**src/rtl/pcs_scrambler_if.sv**
```systemverilog
// Block handshake bundle for the 64b/66b PCS scrambler.
// Optional scr_bypass lane exists only with SCR_BYPASS_EN.
interface pcs_scrambler_if;
  logic [65:0] scr_in_data;
  logic        scr_in_valid;
  logic        scr_in_ready;
  logic [65:0] scr_out_data;
  logic        scr_out_valid;
  logic        scr_out_ready;
  logic        sync_hdr_err;
`ifdef SCR_BYPASS_EN
  logic        scr_bypass;

  modport slave (
    input  scr_in_data,
    input  scr_in_valid,
    output scr_in_ready,
    output scr_out_data,
    output scr_out_valid,
    input  scr_out_ready,
    output sync_hdr_err,
    input  scr_bypass
  );

  modport master (
    output scr_in_data,
    output scr_in_valid,
    input  scr_in_ready,
    input  scr_out_data,
    input  scr_out_valid,
    output scr_out_ready,
    input  sync_hdr_err,
    output scr_bypass
  );
`else
  modport slave (
    input  scr_in_data,
    input  scr_in_valid,
    output scr_in_ready,
    output scr_out_data,
    output scr_out_valid,
    input  scr_out_ready,
    output sync_hdr_err
  );

  modport master (
    output scr_in_data,
    output scr_in_valid,
    input  scr_in_ready,
    input  scr_out_data,
    input  scr_out_valid,
    output scr_out_ready,
    input  sync_hdr_err
  );
`endif
endinterface

```
**src/rtl/pcs_scrambler.sv**
```systemverilog
// 64b/66b self-synchronous scrambler, x^58+x^39+1, one block/cycle.
// Optional payload bypass enabled by defining SCR_BYPASS_EN.
module pcs_scrambler (
  input  logic              clk,
  input  logic              rst,
  pcs_scrambler_if.slave    bus
);

  logic [57:0] r_st;
  logic [65:0] r_out_data;
  logic        r_out_valid;
  logic        r_hdr_err;

  logic        w_accept;
  logic        w_bypass;
  logic [63:0] w_pay;
  logic [57:0] w_st_nxt;
  logic [63:0] w_pay_out;
  logic        w_hdr_bad;

  assign bus.scr_in_ready  = ~r_out_valid | bus.scr_out_ready;
  assign bus.scr_out_data  = r_out_data;
  assign bus.scr_out_valid = r_out_valid;
  assign bus.sync_hdr_err  = r_hdr_err;

  assign w_accept = bus.scr_in_valid & bus.scr_in_ready;

`ifdef SCR_BYPASS_EN
  assign w_bypass = bus.scr_bypass;
`else
  assign w_bypass = 1'b0;
`endif

  assign w_pay_out = w_bypass ? bus.scr_in_data[65:2] : w_pay;
  assign w_hdr_bad = ~(bus.scr_in_data[1] ^ bus.scr_in_data[0]);

  // Unrolled 64-step scramble; bit 0 goes first.
  always_comb begin : scramble
    logic [57:0] v_st;
    logic        v_b;
    v_st  = r_st;
    v_b   = 1'b0;
    w_pay = '0;
    for (int i = 0; i < 64; i++) begin
      v_b      = bus.scr_in_data[2+i] ^ v_st[38] ^ v_st[57];
      w_pay[i] = v_b;
      v_st     = {v_st[56:0], v_b};
    end
    w_st_nxt = v_st;
  end

  // Output register, handshake and scrambler state.
  always_ff @(posedge clk or posedge rst) begin
    if (rst) begin
      r_st        <= '1;
      r_out_valid <= 1'b0;
      r_out_data  <= '0;
      r_hdr_err   <= 1'b0;
    end else if (w_accept) begin
      r_out_valid <= 1'b1;
      r_out_data  <= {w_pay_out, bus.scr_in_data[1:0]};
      r_hdr_err   <= w_hdr_bad;
      if (!w_bypass)
        r_st <= w_st_nxt;
    end else if (bus.scr_out_ready) begin
      r_out_valid <= 1'b0;
    end
  end

endmodule

```
**src/flat_wrapper.sv**
```systemverilog
// flat-port wrapper written by rule: the top's interface ports become plain ports
module pcs_scrambler_flat 
  (clk, rst, bus_scr_in_data, bus_scr_in_valid, bus_scr_in_ready, bus_scr_out_data, bus_scr_out_valid, bus_scr_out_ready, bus_sync_hdr_err);
  pcs_scrambler_if bus_i ();
  input  logic clk;
  input  logic rst;
  input wire logic [$bits(bus_i.scr_in_data)-1:0] bus_scr_in_data;
  input wire logic [$bits(bus_i.scr_in_valid)-1:0] bus_scr_in_valid;
  output wire logic [$bits(bus_i.scr_in_ready)-1:0] bus_scr_in_ready;
  output wire logic [$bits(bus_i.scr_out_data)-1:0] bus_scr_out_data;
  output wire logic [$bits(bus_i.scr_out_valid)-1:0] bus_scr_out_valid;
  input wire logic [$bits(bus_i.scr_out_ready)-1:0] bus_scr_out_ready;
  output wire logic [$bits(bus_i.sync_hdr_err)-1:0] bus_sync_hdr_err;
  assign bus_i.scr_in_data = bus_scr_in_data;
  assign bus_i.scr_in_valid = bus_scr_in_valid;
  assign bus_scr_in_ready = bus_i.scr_in_ready;
  assign bus_scr_out_data = bus_i.scr_out_data;
  assign bus_scr_out_valid = bus_i.scr_out_valid;
  assign bus_i.scr_out_ready = bus_scr_out_ready;
  assign bus_sync_hdr_err = bus_i.sync_hdr_err;
  pcs_scrambler u_core (.clk(clk), .rst(rst), .bus(bus_i));
endmodule
```
**config.mk**
```make
export PLATFORM = sky130hd
export DESIGN_NAME = pcs_scrambler_flat
export DESIGN_NICKNAME = d
export VERILOG_FILES = /design/src/rtl/pcs_scrambler_if.sv /design/src/rtl/pcs_scrambler.sv /design/src/flat_wrapper.sv
export SDC_FILE = /design/constraint.sdc
export NUM_CORES = 1
export LEC_CHECK = 0
export CAP_MARGIN = 20
export CORE_UTILIZATION = 51
export DETAILED_ROUTE_END_ITERATION = 6
export GPL_TIMING_DRIVEN = 0
export PLACE_DENSITY = 0.82
export SYNTH_ARGS = -nofsm -noshare
export SYNTH_HDL_FRONTEND = slang
export SYNTH_SLANG_ARGS = --single-unit
export TNS_END_PERCENT = 50
```
**constraint.sdc**
```tcl
create_clock -name clk -period 6.1 [get_ports clk]
set_input_delay 1.525 -clock clk [delete_from_list [all_inputs] [get_ports clk]]
set_output_delay 1.525 -clock clk [all_outputs]
set_load 0.02 [all_outputs]
```
# After elaboration in Yosys (flattened, before gate mapping)
# Index checks and enable logic that the tools add are counted.
# totals
regBits,126
input_bits,70
output_inout_bits,69
# classes
muxes,2
bitwise,133
n_reduce_logical,1
# op_table
operator,n
XOR 1 bit,129
2-to-1 mux 1 bit,2
inverter 1 bit,2
nonzero test 2 bit,1
bitwise AND 1 bit,1
bitwise OR 1 bit,1

# Depth between registers and ports, before layout
# logic_depth
depth_word,4
ltp_mapped,7

# Worst setup path before layout
# No wires, ideal clock.
# synth_timing
kind,input port to output port
start,in bus_scr_out_ready
end,out bus_scr_in_ready
arrival_ps,2170
setup_slack_ps,2405
path_stages,4
path_cell_list,nor2b_1 > buf_6 > inv_4 > clkbuf_1
# synth_via
elab_chain_cells,1
# synth_lines
item,line,rtl
from (decl),flat_wrapper.sv:12,input wire logic [$bits(bus_i.scr_out_ready)-1:0] bus_scr_out_ready;
bitwise OR 1 bit,pcs_scrambler.sv:21,assign bus.scr_in_ready = ~r_out_valid | bus.scr_out_ready;
to (decl),flat_wrapper.sv:9,output wire logic [$bits(bus_i.scr_in_ready)-1:0] bus_scr_in_ready;
# No other way between the ends.

# Worst setup path in the final report
# Ends and elaborated chain as after synthesis.

==> flow_metrics.tcl <==
set metrics [dict create \
    run_status "complete, no violations" \
    grt_max_degree 72 \
    cellLeakagePower_nw 3.89 \
    numCtsBuffers 17 \
    grt_pass1_wl_mm 28.0 \
    cts_root_buf "sky130_fd_sc_hd__clkbuf_16" \
    synth_fp_nets 565 \
    critPathLaunchType "input pin" \
    h-tree-depth 4 \
    worstReg2RegStart "u_core.r_st[24]" \
    most_frequent_cp_cell "sky130_fd_sc_hd__clkdlybuf4s50_1" \
    setup-violations-final 0 \
    initial_utilization_pct 52.4 \
    viasPerCell 5.84 \
    critPathKind "in2out" \
    arrival_ps 3420 \
    pin_count 139 \
    route.final.wire_length_mm 17.9 \
    coreArea_um2 12000 \
    drt_drc_violations_left 0 \
    die-area_um2 12800 \
    ctsResizeCount 0 \
    yosysTopAreaCellShare_pct 27.0 \
    fmax_mhz 202 \
    final_layout_size_suffix_gt1_share_pct 19.4 \
    power.density_nw_per_um2 619 \
    gr-usage-all-layers_pct 30.2 \
    max-cap-violations 0 \
    netlist_area_um2 6300 \
    drv_slew 0 \
    globalRoute.totalOverflow 0 \
    dpl_cell_area_um2 7890 \
    finalPower_mw 5.28 \
    grt_pass1_vias 5039 \
    cts_buffer_depth 2 \
    cts_tree "built" \
    cpPeakStageDelay_ps 710 \
    worst_pin_slew_ps 554 \
    finish.net_count 723 \
    fin_hold_ws_ps 478 \
    hold-path-cell-count 1 \
    synth_cells 495 \
    final_hold_viol_count 0 \
    post_synth.cell_area_avg_um2 12.7 \
    dp_worst_setup_slack_ps 1200 \
    yosysUniqueCellTypes 26 \
    cp-end-kind "primary output" \
    final_area_um2 8520 \
    worstRegToRegCells 3 \
    clock_net_sink_count 126 \
    final_util_pct 70.9 \
    setup_ws_ps 1160 \
    crit_path_start "bus_scr_out_ready" \
    insertedDiodeCount 0 \
    clk_pin_slew_worst_paths_ps 50 \
    antenna_found_initial 0 \
    insertion_delay_ps 420 \
    worst_supply_voltage_drop_on_vdd_uv 307 \
    cp_cell_sequence "clkdlybuf4s50_1 > nor2b_1 > buf_6 > inv_4 > clkbuf_1 > clkdlybuf4s50_1" \
    largest_clock_skew_in_the_final_design_ps 7.74 \
    crit_required_ps 4580 \
    area.growth.synth_to_final_pct 35.3 \
    timing.slew.headroom_pct 63.1 \
    cp_max_fo 10 \
    hold_path_class "reg2reg" \
    setup_tns_ps 0 \
    ctsHoldBuffers 0 \
    wire_per_inst_um 22.1 \
    drtPass1Iterations 5 \
    vias 4751 \
    setup_repair_after_global_routing_missed_its_margin "false" \
    synth.top_cells.by_area "sky130_fd_sc_hd__dfrtp_1, sky130_fd_sc_hd__dfstp_2, sky130_fd_sc_hd__xnor3_1" \
    globalplace.congestion 0.897 \
    min_from "u_core.bus.scr_out_data[28]" \
    fin_cells 813 \
    die_h_um 113 \
    cts_post_setup_buffers_inserted 0 \
    port_buffers 138 \
    dp_hpwl_mm 13.2 \
    numPlacedInstances 781 \
    period_minus_slack_ps 4940 \
    ys.warnings.count 0 \
    period_share_pct 81.0 \
    dr.first_iter.drc_count 375 \
    synth_top_area_cell "sky130_fd_sc_hd__dfrtp_1" \
    critical_path.slowest_cell "sky130_fd_sc_hd__clkdlybuf4s50_1" \
    postSynthRegisterBits 126 \
    core.rowCount 40 \
    die_width_um 113 \
    yosysSeqAreaShare_pct 51.2 \
    postRouteAntennaNets 0 \
]
## cell families after synthesis
kind of cell              Yosys count  synth area share, %
AOI/OAI and AO/OA                 166                 14.7
DFF                               126                 51.2
xor gates and xnor gates           96                 23.9
and+or+nand+nor                    62                 5.54
buffers and inverters              35                 2.78
muxes                              10                 1.79
## state kept, by name (all words and copies together), names as in the netlist
name                      cells
u_core.bus.sync_hdr_err       1
u_core.bus.scr_out_data      66
u_core.bus.scr_out_valid      1
u_core.r_st                  58
## synth_stat cells (all sizes together)
| cell | n |
|---|---|
| xor2 | 14 |
| nor2b | 1 |
| xor3 | 13 |
| a21o | 38 |
| xnor3 | 31 |
| nand3 | 13 |
| dfstp | 58 |
| xnor2 | 38 |
| nor2 | 1 |
| inv | 3 |
| dfrtp | 68 |
| mux2 | 10 |
| clkbuf | 21 |
| buf | 11 |
| nor3 | 19 |
| nand2 | 28 |
| o21ai | 128 |
## critical path, delay by kind of cell
family / cells / cell delay (ps)
buf+inv: 5 / 1830
simple gates: 1 / 60
## routing by layer
| layer | vias to the layer above | track usage, % | wire [um] |
|---|---|---|---|
| met2 | 266 | 48.6 | 8760 |
| met3 | 41 | 8.41 | 1580 |
| met5 | - | 0 | 0 |
| met1 | 2387 | 39.0 | 7060 |
| met4 | 0 | 12.2 | 537 |
| li1 | 2057 | - | - |
## worst paths after layout
kind,to,slack [ps]
worst max-delay path,bus_scr_in_ready,1160
worst min-delay path,u_core.bus.scr_out_data[28],480
worst max register to register,u_core.bus.scr_out_data[55],4330
worst min register to register,u_core.bus.scr_out_data[28],480
max in group asynchronous,u_core.r_st[37],3800
min in group asynchronous,u_core.bus.scr_out_data[62],1540
## where the power goes
group / total (mW) / switching (mW) / internal (mW)
registers: 1.74 / 0.357 / 1.39
logic: 2.46 / 1.12 / 1.34
clock network: 1.07 / 0.371 / 0.703
total: 5.28 / 1.85 / 3.43
## cells in the final DEF (no fill, tap or decap), types with 3 or more instances in the layout
master	count
sky130_fd_sc_hd__dfstp_2	58
sky130_fd_sc_hd__clkbuf_1	23
sky130_fd_sc_hd__xnor3_1	31
sky130_fd_sc_hd__xor3_1	13
sky130_fd_sc_hd__bufinv_16	4
sky130_fd_sc_hd__nor3_2	10
sky130_fd_sc_hd__nor3_1	9
sky130_fd_sc_hd__dfrtp_1	68
sky130_fd_sc_hd__buf_2	3
sky130_fd_sc_hd__xor2_1	14
sky130_fd_sc_hd__buf_6	4
sky130_fd_sc_hd__nand2_1	27
sky130_fd_sc_hd__clkbuf_16	17
sky130_fd_sc_hd__clkinv_2	4
sky130_fd_sc_hd__mux2_2	10
sky130_fd_sc_hd__o21ai_1	3
sky130_fd_sc_hd__xnor2_2	6
sky130_fd_sc_hd__clkdlybuf4s50_1	138
sky130_fd_sc_hd__a21o_1	38
sky130_fd_sc_hd__xnor2_1	32
sky130_fd_sc_hd__nand3_1	13
sky130_fd_sc_hd__o21ai_0	125
## area by class of cell
type | instances | area [um2]
well taps | 147 | 184
inverters | 3 | 18.8
clock inverters | 11 | 164
clock buffers | 21 | 460
repair buffers | 139 | 1410
fillers | 802 | 3490
plain buffers | 32 | 161
flip-flops and latches | 126 | 3230
multi-input cells | 334 | 2900
Power figures use the tool's default switching activity.
